[src/rtl/word_stage_pkg.sv]
// Shared definitions for the serial word adder: FSM encoding and default width.
package word_stage_pkg;

    localparam int DEFAULT_WIDTH = 4;

    typedef enum logic [1:0] {
        IDLE  = 2'd0,
        SHIFT = 2'd1,
        DONE  = 2'd2
    } state_e;

endpackage : word_stage_pkg

[src/rtl/full_adder_bit.sv]
// One-bit combinational full adder, reused by the serial adder every SHIFT cycle.
module full_adder_bit (
    input  logic a,
    input  logic b,
    input  logic cin,
    output logic s,
    output logic cout
);

    logic a_xor_b_s;

    assign a_xor_b_s = a ^ b;
    assign s         = a_xor_b_s ^ cin;
    assign cout      = (a & b) | (cin & a_xor_b_s);

endmodule : full_adder_bit

[src/rtl/serial_word_adder.sv]
// Bit-serial adder: captures a word pair, adds one bit per cycle through a single
// full adder, and presents {carry, sum} until the consumer takes it.
module serial_word_adder
    import word_stage_pkg::*;
#(
    parameter int WIDTH = DEFAULT_WIDTH
) (
    input  logic             clk,
    input  logic             reset,
    input  logic             wordValid,
    input  logic [WIDTH-1:0] wordA,
    input  logic [WIDTH-1:0] wordB,
    output logic             wordReady,
    output logic [WIDTH:0]   sum,
    output logic             sumValid,
    input  logic             sumReady,
    output logic             busy
);

    localparam int CNT_W = $clog2(WIDTH);

    state_e             state_q, state_d;
    logic [WIDTH-1:0]   a_q, a_d;
    logic [WIDTH-1:0]   b_q, b_d;
    logic [WIDTH-1:0]   res_q, res_d;
    logic [WIDTH:0]     sum_q, sum_d;
    logic               carry_q, carry_d;
    logic [CNT_W-1:0]   cnt_q, cnt_d;

    logic               fa_s_s;
    logic               fa_cout_s;
    logic               last_bit_s;

    full_adder_bit u_fa (
        .a    (a_q[0]),
        .b    (b_q[0]),
        .cin  (carry_q),
        .s    (fa_s_s),
        .cout (fa_cout_s)
    );

    assign last_bit_s = (cnt_q == CNT_W'(WIDTH - 1));

    // State register and datapath flops; reset aborts any operation in flight.
    always_ff @(posedge clk or posedge reset) begin
        if (reset) begin
            state_q <= IDLE;
            a_q     <= '0;
            b_q     <= '0;
            res_q   <= '0;
            sum_q   <= '0;
            carry_q <= 1'b0;
            cnt_q   <= '0;
        end else begin
            state_q <= state_d;
            a_q     <= a_d;
            b_q     <= b_d;
            res_q   <= res_d;
            sum_q   <= sum_d;
            carry_q <= carry_d;
            cnt_q   <= cnt_d;
        end
    end

    // Next-state logic: one pair in flight, WIDTH shift cycles, hold until taken.
    always_comb begin
        state_d = state_q;
        case (state_q)
            IDLE: begin
                if (wordValid) begin
                    state_d = SHIFT;
                end else begin
                    state_d = IDLE;
                end
            end
            SHIFT: begin
                if (last_bit_s) begin
                    state_d = DONE;
                end else begin
                    state_d = SHIFT;
                end
            end
            DONE: begin
                if (sumReady) begin
                    state_d = IDLE;
                end else begin
                    state_d = DONE;
                end
            end
            default: begin
                state_d = IDLE;
            end
        endcase
    end

    // Datapath: capture operands in IDLE, add/shift LSB-first in SHIFT, publish on the last bit.
    always_comb begin
        a_d     = a_q;
        b_d     = b_q;
        res_d   = res_q;
        sum_d   = sum_q;
        carry_d = carry_q;
        cnt_d   = cnt_q;
        case (state_q)
            IDLE: begin
                if (wordValid) begin
                    a_d     = wordA;
                    b_d     = wordB;
                    res_d   = '0;
                    carry_d = 1'b0;
                    cnt_d   = '0;
                end else begin
                    a_d     = a_q;
                end
            end
            SHIFT: begin
                a_d     = a_q >> 1'b1;
                b_d     = b_q >> 1'b1;
                res_d   = {fa_s_s, res_q[WIDTH-1:1]};
                carry_d = fa_cout_s;
                if (last_bit_s) begin
                    cnt_d = '0;
                    sum_d = {fa_cout_s, fa_s_s, res_q[WIDTH-1:1]};
                end else begin
                    cnt_d = cnt_q + CNT_W'(1);
                end
            end
            DONE: begin
                sum_d = sum_q;
            end
            default: begin
                cnt_d = '0;
            end
        endcase
    end

    // Output decode: handshake and status flags follow the state register directly.
    always_comb begin
        wordReady = 1'b0;
        busy      = 1'b0;
        sumValid  = 1'b0;
        case (state_q)
            IDLE:    wordReady = 1'b1;
            SHIFT:   busy      = 1'b1;
            DONE:    sumValid  = 1'b1;
            default: wordReady = 1'b0;
        endcase
    end

    assign sum = sum_q;

endmodule : serial_word_adder

[config.mk]
export PLATFORM = sky130hd
export DESIGN_NAME = serial_word_adder
export DESIGN_NICKNAME = d
export VERILOG_FILES = /design/src/rtl/word_stage_pkg.sv /design/src/rtl/full_adder_bit.sv /design/src/rtl/serial_word_adder.sv
export SDC_FILE = /design/constraint.sdc
export NUM_CORES = 1
export LEC_CHECK = 0
export CAP_MARGIN = 15
export CORE_MARGIN = 5
export CORE_UTILIZATION = 49
export DETAILED_ROUTE_END_ITERATION = 10
export HOLD_SLACK_MARGIN = 0.08
export PLACE_DENSITY = 0.76
export SETUP_SLACK_MARGIN = 0.2
export SLEW_MARGIN = 20
export SYNTH_ARGS = -nofsm -noshare
export SYNTH_HDL_FRONTEND = slang
export SYNTH_SLANG_ARGS = --single-unit
[constraint.sdc]
create_clock -name clk -period 1.59 [get_ports clk]
set_input_delay 0.2385 -clock clk [delete_from_list [all_inputs] [get_ports clk]]
set_output_delay 0.2385 -clock clk [all_outputs]
set_load 0.01 [all_outputs]
# Word-level counts from Yosys, hierarchy flattened

Index checks and enable logic that the tools add are counted.

Add/sub/neg operators: 1
$mul: 0
Div/mod/pow operators: 0
$lt $le $gt $ge: 0
Eq/ne operators: 4
Shifts and indexed selects: 0
Mux-type cells: 18
Bitwise operators: 6
Reduce and logical (&&, ||, !) cells: 5

Operators with widths:

| cell                  | count |
|---|---|
| $pmux W4 S2           | 3 |
| $mux W4               | 3 |
| $pmux W2 S3           | 2 |
| $mux W2               | 4 |
| $reduce_and A2 Y1     | 3 |
| $mux W1               | 5 |
| $eq A2 B2 Y1 const B  | 2 |
| $add A2 B1 Y2 const B | 1 |
| $and A1 B1 Y1         | 2 |
| $eq A2 B1 Y1 const B  | 1 |
| $logic_not A2 Y1      | 1 |
| $ne A2 B2 Y1 const B  | 1 |
| $pmux W1 S2           | 1 |
| $reduce_bool A2 Y1    | 1 |
| $xor A1 B1 Y1         | 2 |
| $not A1 Y1            | 1 |
| $or A1 B1 Y1          | 1 |

Flip-flop bits (word level): 22
Bits in latches: 0
RAM bits: 0
ROM bits: 0
Bits of input ports: 12
Word-level logic and storage cells: 41
Memories: 0

# Longest topological paths before layout

Gate-level depths: netlist of run 1.

Depth after elaboration: 4
Depth in mapped cells: 4

# Modules after synthesis

A second synthesis of run 1 with hierarchy kept.

Cell total of the unflattened synthesis: 78
Area total of the unflattened synthesis: 959.7 sq um

Modules (own cells, without submodules):

| module            | instances | cells an instance | area each (sq um) |
|---|---|---|---|
| serial_word_adder | 1         | 77                | 939.7 |
| full_adder_bit    | 1         | 1                 | 20.0 |

# Worst setup path after synthesis of run 1

Ideal clock, no wire load.

Path type: register -> register
Start point: reg carry_q
End point: reg sum_q[3] (netlist: sum[3])
Arrival time: 1.115 ns
Slack: 0.350 ns
Cell stages (with the launch flop): 3
Path buffers: 0
Clock period less this slack: 1.240 ns
Cells stage by stage: dfrtp_1 -> fa_1 -> mux2_2

Cells in the longest elaborated chain, start to end: 1

Ends and longest elaborated chain:

| item                   | line                    | text |
|---|---|---|
| start, declared        | serial_word_adder.sv:27 | `logic carry_q, carry_d;` |
| start signal, assigned | serial_word_adder.sv:60 | `carry_q <= carry_d;` |
| $xor A1 B1 Y1          | full_adder_bit.sv:13    | `assign s = a_xor_b_s ^ cin;` |
| named net fa_s_s       | serial_word_adder.sv:30 | `logic fa_s_s;` |
| end signal, assigned   | serial_word_adder.sv:59 | `sum_q <= sum_d;` |
| end, declared          | serial_word_adder.sv:26 | `logic [WIDTH:0] sum_q, sum_d;` |

The timed path passes the listed nets, and every way through them passes these cells.
A chain may end at the register's enable or synchronous reset.

# Final worst setup path of run 1

Start point: reg state_q[0]
End point: out wordReady

Cells in the longest elaborated chain, start to end: 2

Ends and longest elaborated chain:

| item                   | line                     | text |
|---|---|---|
| start, declared        | serial_word_adder.sv:22  | `state_e state_q, state_d;` |
| start signal, assigned | serial_word_adder.sv:55  | `state_q <= state_d;` |
| $logic_not A2 Y1       | serial_word_adder.sv:142 | `case (state_q)` |
| $mux W1                | serial_word_adder.sv:142 |  |
| end, declared          | serial_word_adder.sv:13  | `output logic wordReady,` |

Every way passes these cells.

==> results of run 1 <==
==> final timing paths <==
path / end / slack, ns
setup reg to reg: b_q[2] / 0.25
setup / recovery: wordReady / 0.23
hold / removal: sum[2] / 0.24
hold reg to reg: b_q[3] / 0.51
min in group clk: state_q[1] / 0.51
max in group asynchronous: state_q[0] / 1.10
==> power by group through the flow <==
stage | Clock [mW] | Combinational [mW] | Sequential, mW
detailed placement | 0 | 1.13 | 0.959
floorplan | 0 | 0.740 | 0.934
CTS | 0.276 | 1.22 | 0.928
global route | 0.304 | 1.39 | 0.963
global placement | 0 | 1.08 | 0.944
finish | 0.269 | 1.27 | 0.931
==> final cells by class <==
cell class,instances,share of cell area (%)
flip-flops and latches,21,40.5
clock inverters,1,0.576
well taps,27,2.59
inverters,9,2.59
repair buffers,31,20.6
multi-input cells,42,31.4
clock buffers,3,1.73
==> layer usage <==
layer	part of all wire [%]	track usage, %	vias to the layer above
met3	3.8	5.99	4
met4	1.1	4.98	0
li1	-	-	338
met2	52	26.1	14
met5	0	0	-
met1	43	22.1	360
==> state kept, by name, indices dropped and copies added (netlist names) <==
name / cells
cnt_q: 2
b_q: 4
sum: 5
state_q: 2
a_q: 4
res_q: 3
carry_q: 1
==> what timing repair did <==
action,CTS,global route
buffers inserted,4,0
gates resized for setup,22,6
hold endpoints to repair,0,0
setup endpoints to repair,23,3
==> placed cells by master, fill, tap and decap left out, types with 3 or more instances in the layout <==
| cell type | count |
|---|---|
| buf_4 | 11 |
| mux2_2 | 5 |
| a22o_1 | 4 |
| clkdlybuf4s50_1 | 11 |
| dlygate4sd2_1 | 5 |
| nor2_1 | 3 |
| clkbuf_4 | 3 |
| inv_1 | 9 |
| a32o_1 | 4 |
| dfrtp_1 | 19 |
| nand2b_1 | 3 |
| nor4b_1 | 4 |
==> logic make-up after synthesis <==
family                     count (synthesis)
DFF                                       21
and+or+nand+nor                           18
AOI/OAI and AO/OA                         17
buffers and inverters                     15
muxes                                      5
adders and majority gates                  2
==> cell usage after synthesis <==
| cell type | number | area [sq um] |
|---|---|---|
| a221oi_1 | 2 | 17.5 |
| o21bai_1 | 1 | 7.51 |
| nand2b_1 | 4 | 25.0 |
| nor2b_1 | 2 | 12.5 |
| a22o_1 | 4 | 35.0 |
| inv_1 | 9 | 33.8 |
| o21ai_0 | 1 | 5.00 |
| a211oi_1 | 2 | 15.0 |
| nand3b_2 | 1 | 11.3 |
| dfrtp_1 | 21 | 526 |
| nor3b_1 | 2 | 15.0 |
| fa_1 | 1 | 20.0 |
| buf_6 | 2 | 22.5 |
| mux2_2 | 5 | 56.3 |
| buf_2 | 3 | 15.0 |
| nor2_1 | 4 | 15.0 |
| clkbuf_1 | 1 | 3.75 |
| nor4b_1 | 4 | 35.0 |
| a222oi_1 | 2 | 20.0 |
| a32o_1 | 4 | 40.0 |
| a21oi_1 | 1 | 5.00 |
| ha_1 | 1 | 12.5 |
| nor2b_4 | 1 | 13.8 |
==> critical path: stages (launching register included) <==
cell and delay, ns:
dfrtp_2 0.44, buf_4 0.16, nor2_4 0.10, buf_6 0.11
==> stage by stage <==
stage               hold slack [ns]  setup WS, ns  util (%)  std cells
finish                        0.244         0.226      67.8        134
global route                  0.251         0.181      67.8        134
floorplan                     0.215         0.350         -         78
CTS                           0.238        0.0637      66.8        134
detailed placement            0.490        -0.160      62.7        126
global placement              0.477       -0.0785      62.7        126
==> flow_summary.ini, run 1 <==
[synthesis]
synth_fp_nets = 92
ys_warn_count = 0
synth_compound_area_share_pct = 15.1
synth_top_family_by_area = compound AO/OA/AOI/OAI gates
synth.distinct_cells = 23
synth.avg_cell_area_sq_um = 12.3
synth.area.mux_share_pct = 5.85
synth-seq-cells = 21
yosysSeqAreaShare_pct = 54.6
synthXorXnorAreaFrac_pct = 0
syn_area_sq_um = 962
syn_inst = 78
synth-simple-area-share_pct = 13.3
synth_fa_ha_area_share_pct = 3.38

[critical_path]
cp.required_ns = 1.35
path_max_fanout = 4
cp.arrival_ns = 1.13
startpoint_type = flip-flop
end_kind = primary output
rr_worst_depth = 4
crit-reg2reg-launch = state_q[1]
cp-startpoint = state_q[0]
critPathKind = flip-flop to primary output

[routing]
totalWireLength_um = 2080
first_pass_iters = 5
via_per_inst = 5.34
wire_per_inst_um = 15.5
ant_nets = 0
routed-via-count = 716
drc_errors = 0
drt_iter0_drc = 20

[job]
cap_viol_max_count = 0

[sta]
finalSetupTns_ns = 0
max_freq_mhz = 733
hold_viol = 0
slew_headroom_pct = 73.5
fin_crit_sh_pct = 85.8
clock_skew_ns = 0.00854
final-max-slew-violation-count = 0
layout_min_cycle_time_ns = 1.36
final-setup-viol-count = 0
worst_slew_pin_slew_ns = 0.391
rsz0062_at_grt = true

[global_route]
grt_pass1_vias = 702
grt_overflow = 0
grt_max_degree = 22
antenna_found_initial = 0
grt_usage_pct = 16.8
grt_pass1_wl_um = 3370

[cells_and_area]
multi_input_area_sq_um = 409
fin_nets = 122
antenna_cells = 0
area_growth_pct = 35.5
fillers = 167
layout.area.seq_sq_um = 528
finish.instance_area_sq_um = 1300
drive_gt1_share_pct = 30.8

[place]
placed_area_sq_um = 1200
hpwl_um = 1450
portBuffers = 19
gp_congestion = 0.813

[clock_tree]
ctsHoldBuffers = 0
clock_sinks = 21
clkSlewWorstSetupHoldPaths_ns = 0.12
clock_latency_ns = 0.32
cts_tree = yes
cts_made_buffers = 3
h-tree-depth = 1
cts-root-buf = clkbuf_4
clockBufferDepth = 2

[power_and_ir_drop]
pwr-share-comb_pct = 51.5
clock_power_share_pct = 10.9
leakagePower_nw = 0.624
seq_power_share_pct = 37.6
intPower_mw = 1.57
p_sw_mw = 0.908
max-vdd-ir-drop_mv = 1.02
total_power_mw = 2.47
p_per_area_nw_per_um2 = 1900
switching_share_pct = 36.7

[worst_hold_path]
min_path_type = primary input to asynchronous set/reset pin

[die]
num_rows = 16
start_util_pct = 50.1
dieArea_sq_um = 2950
die_h_um = 54.3
die_width_um = 54.3
ioPinCount = 20
coreArea_sq_um = 1920

[status]
outcome = finished clean
Note: power is estimated with default switching activity, not from simulation.
==> inputs of run 2 (changes only) <==
==> constraint.sdc (replaced) <==
create_clock -name clk -period 1.59 [get_ports clk]
set_input_delay 0.2385 -clock clk [delete_from_list [all_inputs] [get_ports clk]]
set_output_delay 0.2385 -clock clk [all_outputs]
set_load 0.1 [all_outputs]
==> run 2 against run 1 <==
Net effect:
- sequential share of layout area decreased by 1.6 points
- maximum frequency decreased by 8.5%
- worst setup slack got worse by 0.13 ns
- die area unchanged
- via count decreased by 2.0%
- worst hold slack got worse by 0.067 ns
- global-route usage about the same
- cell count decreased by 1.5%
- non-clock buffer count decreased by 2
- register-to-register slack improved by 0.02 ns
- highest routed layer unchanged
==> flow_summary.ini, run 2 (synthesis gave the netlist of run 1 again) <==
[die]
start_util_pct = 50.1
ioPinCount = 20
die_h_um = 54.3
coreArea_sq_um = 1920
die_width_um = 54.3
dieArea_sq_um = 2950
num_rows = 16

[routing]
drt_iter0_drc = 18
ant_nets = 0
totalWireLength_um = 1950
first_pass_iters = 4
via_per_inst = 5.32
wire_per_inst_um = 14.8
routed-via-count = 702
drc_errors = 0

[cells_and_area]
final_cell_mix = 20 x dfrtp_1, 11 x clkdlybuf4s50_1, 9 x buf_4
antenna_cells = 0
final_core_util_pct = 70.4
fin_nets = 120
drive_gt1_share_pct = 31.4
layout_commonest_cell = dfrtp_1
finish.instance_area_sq_um = 1350
area_growth_pct = 40.7
largest_register_ff_count = 5

[sta]
worst_slew_pin_slew_ns = 0.505
clock_skew_ns = 0.00289
final-setup-viol-count = 0
max_freq_mhz = 671
hold_viol = 0
layout_min_cycle_time_ns = 1.49
holdWs_ns = 0.177
slew_headroom_pct = 66.3
final-max-slew-violation-count = 0
rsz0062_at_grt = true
fin_crit_sh_pct = 93.8

[critical_path]
path_max_fanout = 12
cp.required_ns = 1.35
critPathSlowestCell = dfrtp_1
crit-reg2reg-launch = state_q[0]
cp_slowest_stage_delay_ns = 0.43
critPathKind = flip-flop to primary output
startpoint_type = flip-flop
cp-startpoint = state_q[0]
cp.arrival_ns = 1.25
path_cells = buf_4, nor2_4, buf_12
end_kind = primary output

[clock_tree]
clock_sinks = 21
clkSlewWorstSetupHoldPaths_ns = 0.11
clockBufferDepth = 2
cts_made_buffers = 3
h-tree-depth = 1
clock_latency_ns = 0.30
cts_tree = yes
cts-root-buf = clkbuf_4

[job]
cap_viol_max_count = 0

[place]
placed_area_sq_um = 1270
gp_congestion = 0.760
hpwl_um = 1350
portBuffers = 19

[global_route]
grt_pass1_wl_um = 3460
grt_overflow = 0
antenna_found_initial = 0
grt_max_degree = 14
grt_pass1_vias = 757
grt_usage_pct = 16.8

[worst_hold_path]
min_path_type = primary input to asynchronous set/reset pin

[status]
outcome = finished clean
-- run 2: per-layer routing --
| metal | routed length (um) | up-vias | track usage, % |
|---|---|---|---|
| met5 | 0 | - | 0 |
| met4 | 34 | 0 | 8.71 |
| met3 | 60 | 4 | 2.45 |
| met2 | 1030 | 16 | 27.3 |
| met1 | 827 | 348 | 21.6 |
| li1 | - | 334 | - |
-- run 2: worst paths after layout --
path	to	slack (ns)	depth (start not counted)
max in group asynchronous	carry_q	0.92	3
worst min-delay path	cnt_q[0]	0.18	2
min in group clk	state_q[1]	0.50	2
worst min register to register	b_q[3]	0.51	1
worst max register to register	b_q[2]	0.27	3
worst max-delay path	wordReady	0.1	3
-- run 2: worst max-delay path, delay by kind of cell (launching register included) --
family / cells / cell delay, ns
DFF: 1 / 0.43
and+or+nand+nor: 1 / 0.14
buffers and inverters: 2 / 0.38
-- run 2: area by class of cell --
cell class	instances	area, sq um
clock buffers	4	26.3
fillers	150	568
inverters	9	37.5
multi-input cells	42	380
flip-flops and latches	21	527
well taps	27	33.8
repair buffers	29	349
-- run 2: timing repair --
item,in CTS,in global routing
setup endpoints to repair,15,3
pin swaps,1,0
gates cloned,0,0
hold buffers,0,0
setup buffers,6,1
gates resized for setup,2,0
-- run 2: stage by stage --
step / instances / setup WS (ns) / TNS, ns
after floorplan: 78 / 0.248 / 0
after CTS: 131 / 0.0851 / 0
final: 132 / 0.0991 / 0
after detailed placement: 121 / -0.177 / -1.31
after global routing: 132 / 0.0474 / 0
after global placement: 121 / -0.0930 / -0.513
Power of run 2 is not shown: default switching activity piles up to over one toggle a cycle in this logic, so the estimate is an artifact.
==> inputs of run 3 (changes only) <==
Settings changed: CTS_CLUSTER_DIAMETER set to 200.
==> results of run 3 <==
Same layout as run 2: the final DEF is identical, and so are final timing and power.
Power of run 3 is left out for the same reason.
==> edit, RTL diff (settings of run 3) <==
The package constant `DEFAULT_WIDTH` goes from 4 to 8.
--- a/src/rtl/word_stage_pkg.sv
+++ b/src/rtl/word_stage_pkg.sv
@@ -3,3 +3,3 @@
 
-    localparam int DEFAULT_WIDTH = 4;
+    localparam int DEFAULT_WIDTH = 8;
 
Interface: changed (resized sum, wordA and wordB); port bits go from 20 to 32. No check against the original RTL was run, so the function may have changed too.
==> edit against run 3 <==
  * Global-route usage is essentially flat
  * Critical path depth is 2 higher
  * Cell area is 92% higher
  * First-iteration DRC count grew to 4.1 times the old value
  * Register-to-register slack got worse by 0.19 ns
  * Area after synthesis is 96% higher
  * Sequential cell count rose by 17
  * Critical endpoint is now sum[2]
  * Die area up 76%
  * Highest routed layer unchanged
  * Routed wire length grew 96%
  * Count of clock-buffer cells in the layout up 2
  * Setup slack worse by 0.019 ns
  * Non-clock buffer count increased by 15
==> edit: results (changes against run 3) <==
Vias in the first global route = 1407 (+86%)
Slew at the pin closest to its max-slew limit = 0.727 ns (+0.223 ns)
Cell types occupying the most area after synthesis = sky130_fd_sc_hd__dfrtp_1, sky130_fd_sc_hd__mux2_4, sky130_fd_sc_hd__a211oi_2, sky130_fd_sc_hd__nor3b_1, sky130_fd_sc_hd__nor4b_2
Worst hold-check slack = 0.298 ns (+0.121 ns)
Outcome = completed
Average detailed-routed wire length per instance = 16.3 µm (+10%)
Port Buf Inserts = 31 (+12)
Share of final-layout standard cells stronger than drive strength 1 = 36.9% (+5.5 points)
Post-synthesis average cell area = 12.8 µm² (+4.1%)
DR vias = 1309 (+86%)
Count of routing violations after the opening detailed-route iteration = 74 (+56)
Mux contribution to synthesized area = 7.16% (+1.3 points)
Total global-route track usage = 16.8% (-0.018 points)
First-pass GRT wire length = 6650 µm (+92%)
Resize count post-CTS = 4 (+2)
Capturing element of the worst setup path = sum[2]
PnR Total Power = 0.00587 W
Placed cell area = 0.00241 mm² (+90%)
Register-to-Register Path Depth = 5 (+2)
TritonCTS Buffers = 5 (+2)
Total placed cells including tap cells = 223 (+84%)
Global placement routability congestion = 0.784 (+3.2%)
Number of nets produced by synthesis = 170 (+85%)
List of most frequent post-synthesis cells = sky130_fd_sc_hd__dfrtp_1, sky130_fd_sc_hd__inv_1, sky130_fd_sc_hd__nor3b_1
Final std cells w/o fill = 235 (+78%)
Flip-flop count of the largest register, all copies and words added = 9 (+4)
Maximum number of pins on one net before global-route repair = 39 (+25)
H-tree levels = 2 (+1)
LEAKAGE = 1.16 nW
Post-CTS Setup Inserts = 3 (-3)
Worst-case setup margin in the final layout = 0.0805 ns (-0.0186 ns)
Share of the synthesized area in compound gates (AO/OA/AOI/OAI) = 16.2% (+1.1 points)
Capture instance of the worst register-to-register path = sum[2]
Post-Synth Adder-Cell Area = 2.39% (-1.0 points)
Crit path kind = reg2reg
Highest fanout seen on the critical path = 9 (-3)
Layout fillers = 249 (+66%)
Number of nets in the layout = 210 (+75%)
Origin of the critical flop-to-flop path = cnt_q[0]
Arrival time at the worst endpoint = 1.68 ns (+0.43 ns)
Cell variety after synth = 30 (+30%)
Clock-pin slew reported for the worst setup and hold paths after clock tree synthesis = 0.07 ns (-0.04 ns)
HPWL Detailed = 2660 µm (+97%)
Sequential element share of the synthesized area = 50.4% (-4.3 points)
Drt pass-1 iters = 5 (+1)
-- edit: changes by cell type in the layout (fill, tap and decap cells not counted), moves of 3 or more --
cell,before,now
sky130_fd_sc_hd__a211oi_2,0,8
sky130_fd_sc_hd__a22o_1,4,8
sky130_fd_sc_hd__buf_12,8,14
sky130_fd_sc_hd__clkbuf_4,3,0
sky130_fd_sc_hd__clkbuf_8,0,6
sky130_fd_sc_hd__clkdlybuf4s50_1,11,19
sky130_fd_sc_hd__dfrtp_1,20,36
sky130_fd_sc_hd__inv_1,8,20
sky130_fd_sc_hd__mux2_2,5,0
sky130_fd_sc_hd__mux2_4,0,9
sky130_fd_sc_hd__nor2_1,3,0
sky130_fd_sc_hd__nor2b_1,2,6
sky130_fd_sc_hd__nor3b_1,2,12
sky130_fd_sc_hd__nor4b_2,0,7
-- edit: area by class of cell --
type	count	area, µm²	share of cell area, %
clock buffers	6	82.6	3.18
clock inverters	1	30.0	1.16
inverters	22	88.8	3.42
multi-input cells	76	812	31.3
flip-flops and latches	38	953	36.7
well taps	48	60.1	2.31
repair buffers	44	568	21.9
-- edit: worst max-delay path: stages, from the launching register on --
cell and delay (ns):
sky130_fd_sc_hd__dfrtp_1 0.41, sky130_fd_sc_hd__ha_2 0.20, sky130_fd_sc_hd__ha_2 0.18, sky130_fd_sc_hd__nand3b_1 0.14, sky130_fd_sc_hd__buf_12 0.16, sky130_fd_sc_hd__mux2_4 0.30
-- edit: routing by layer --
layer  up-vias  share of wire, %  track usage (%)
met1       658                43             20.1
met3         5               5.3             5.26
li1        604                 -                -
met5         -                 0                0
met2        42                50             28.2
met4         0               1.3             6.26
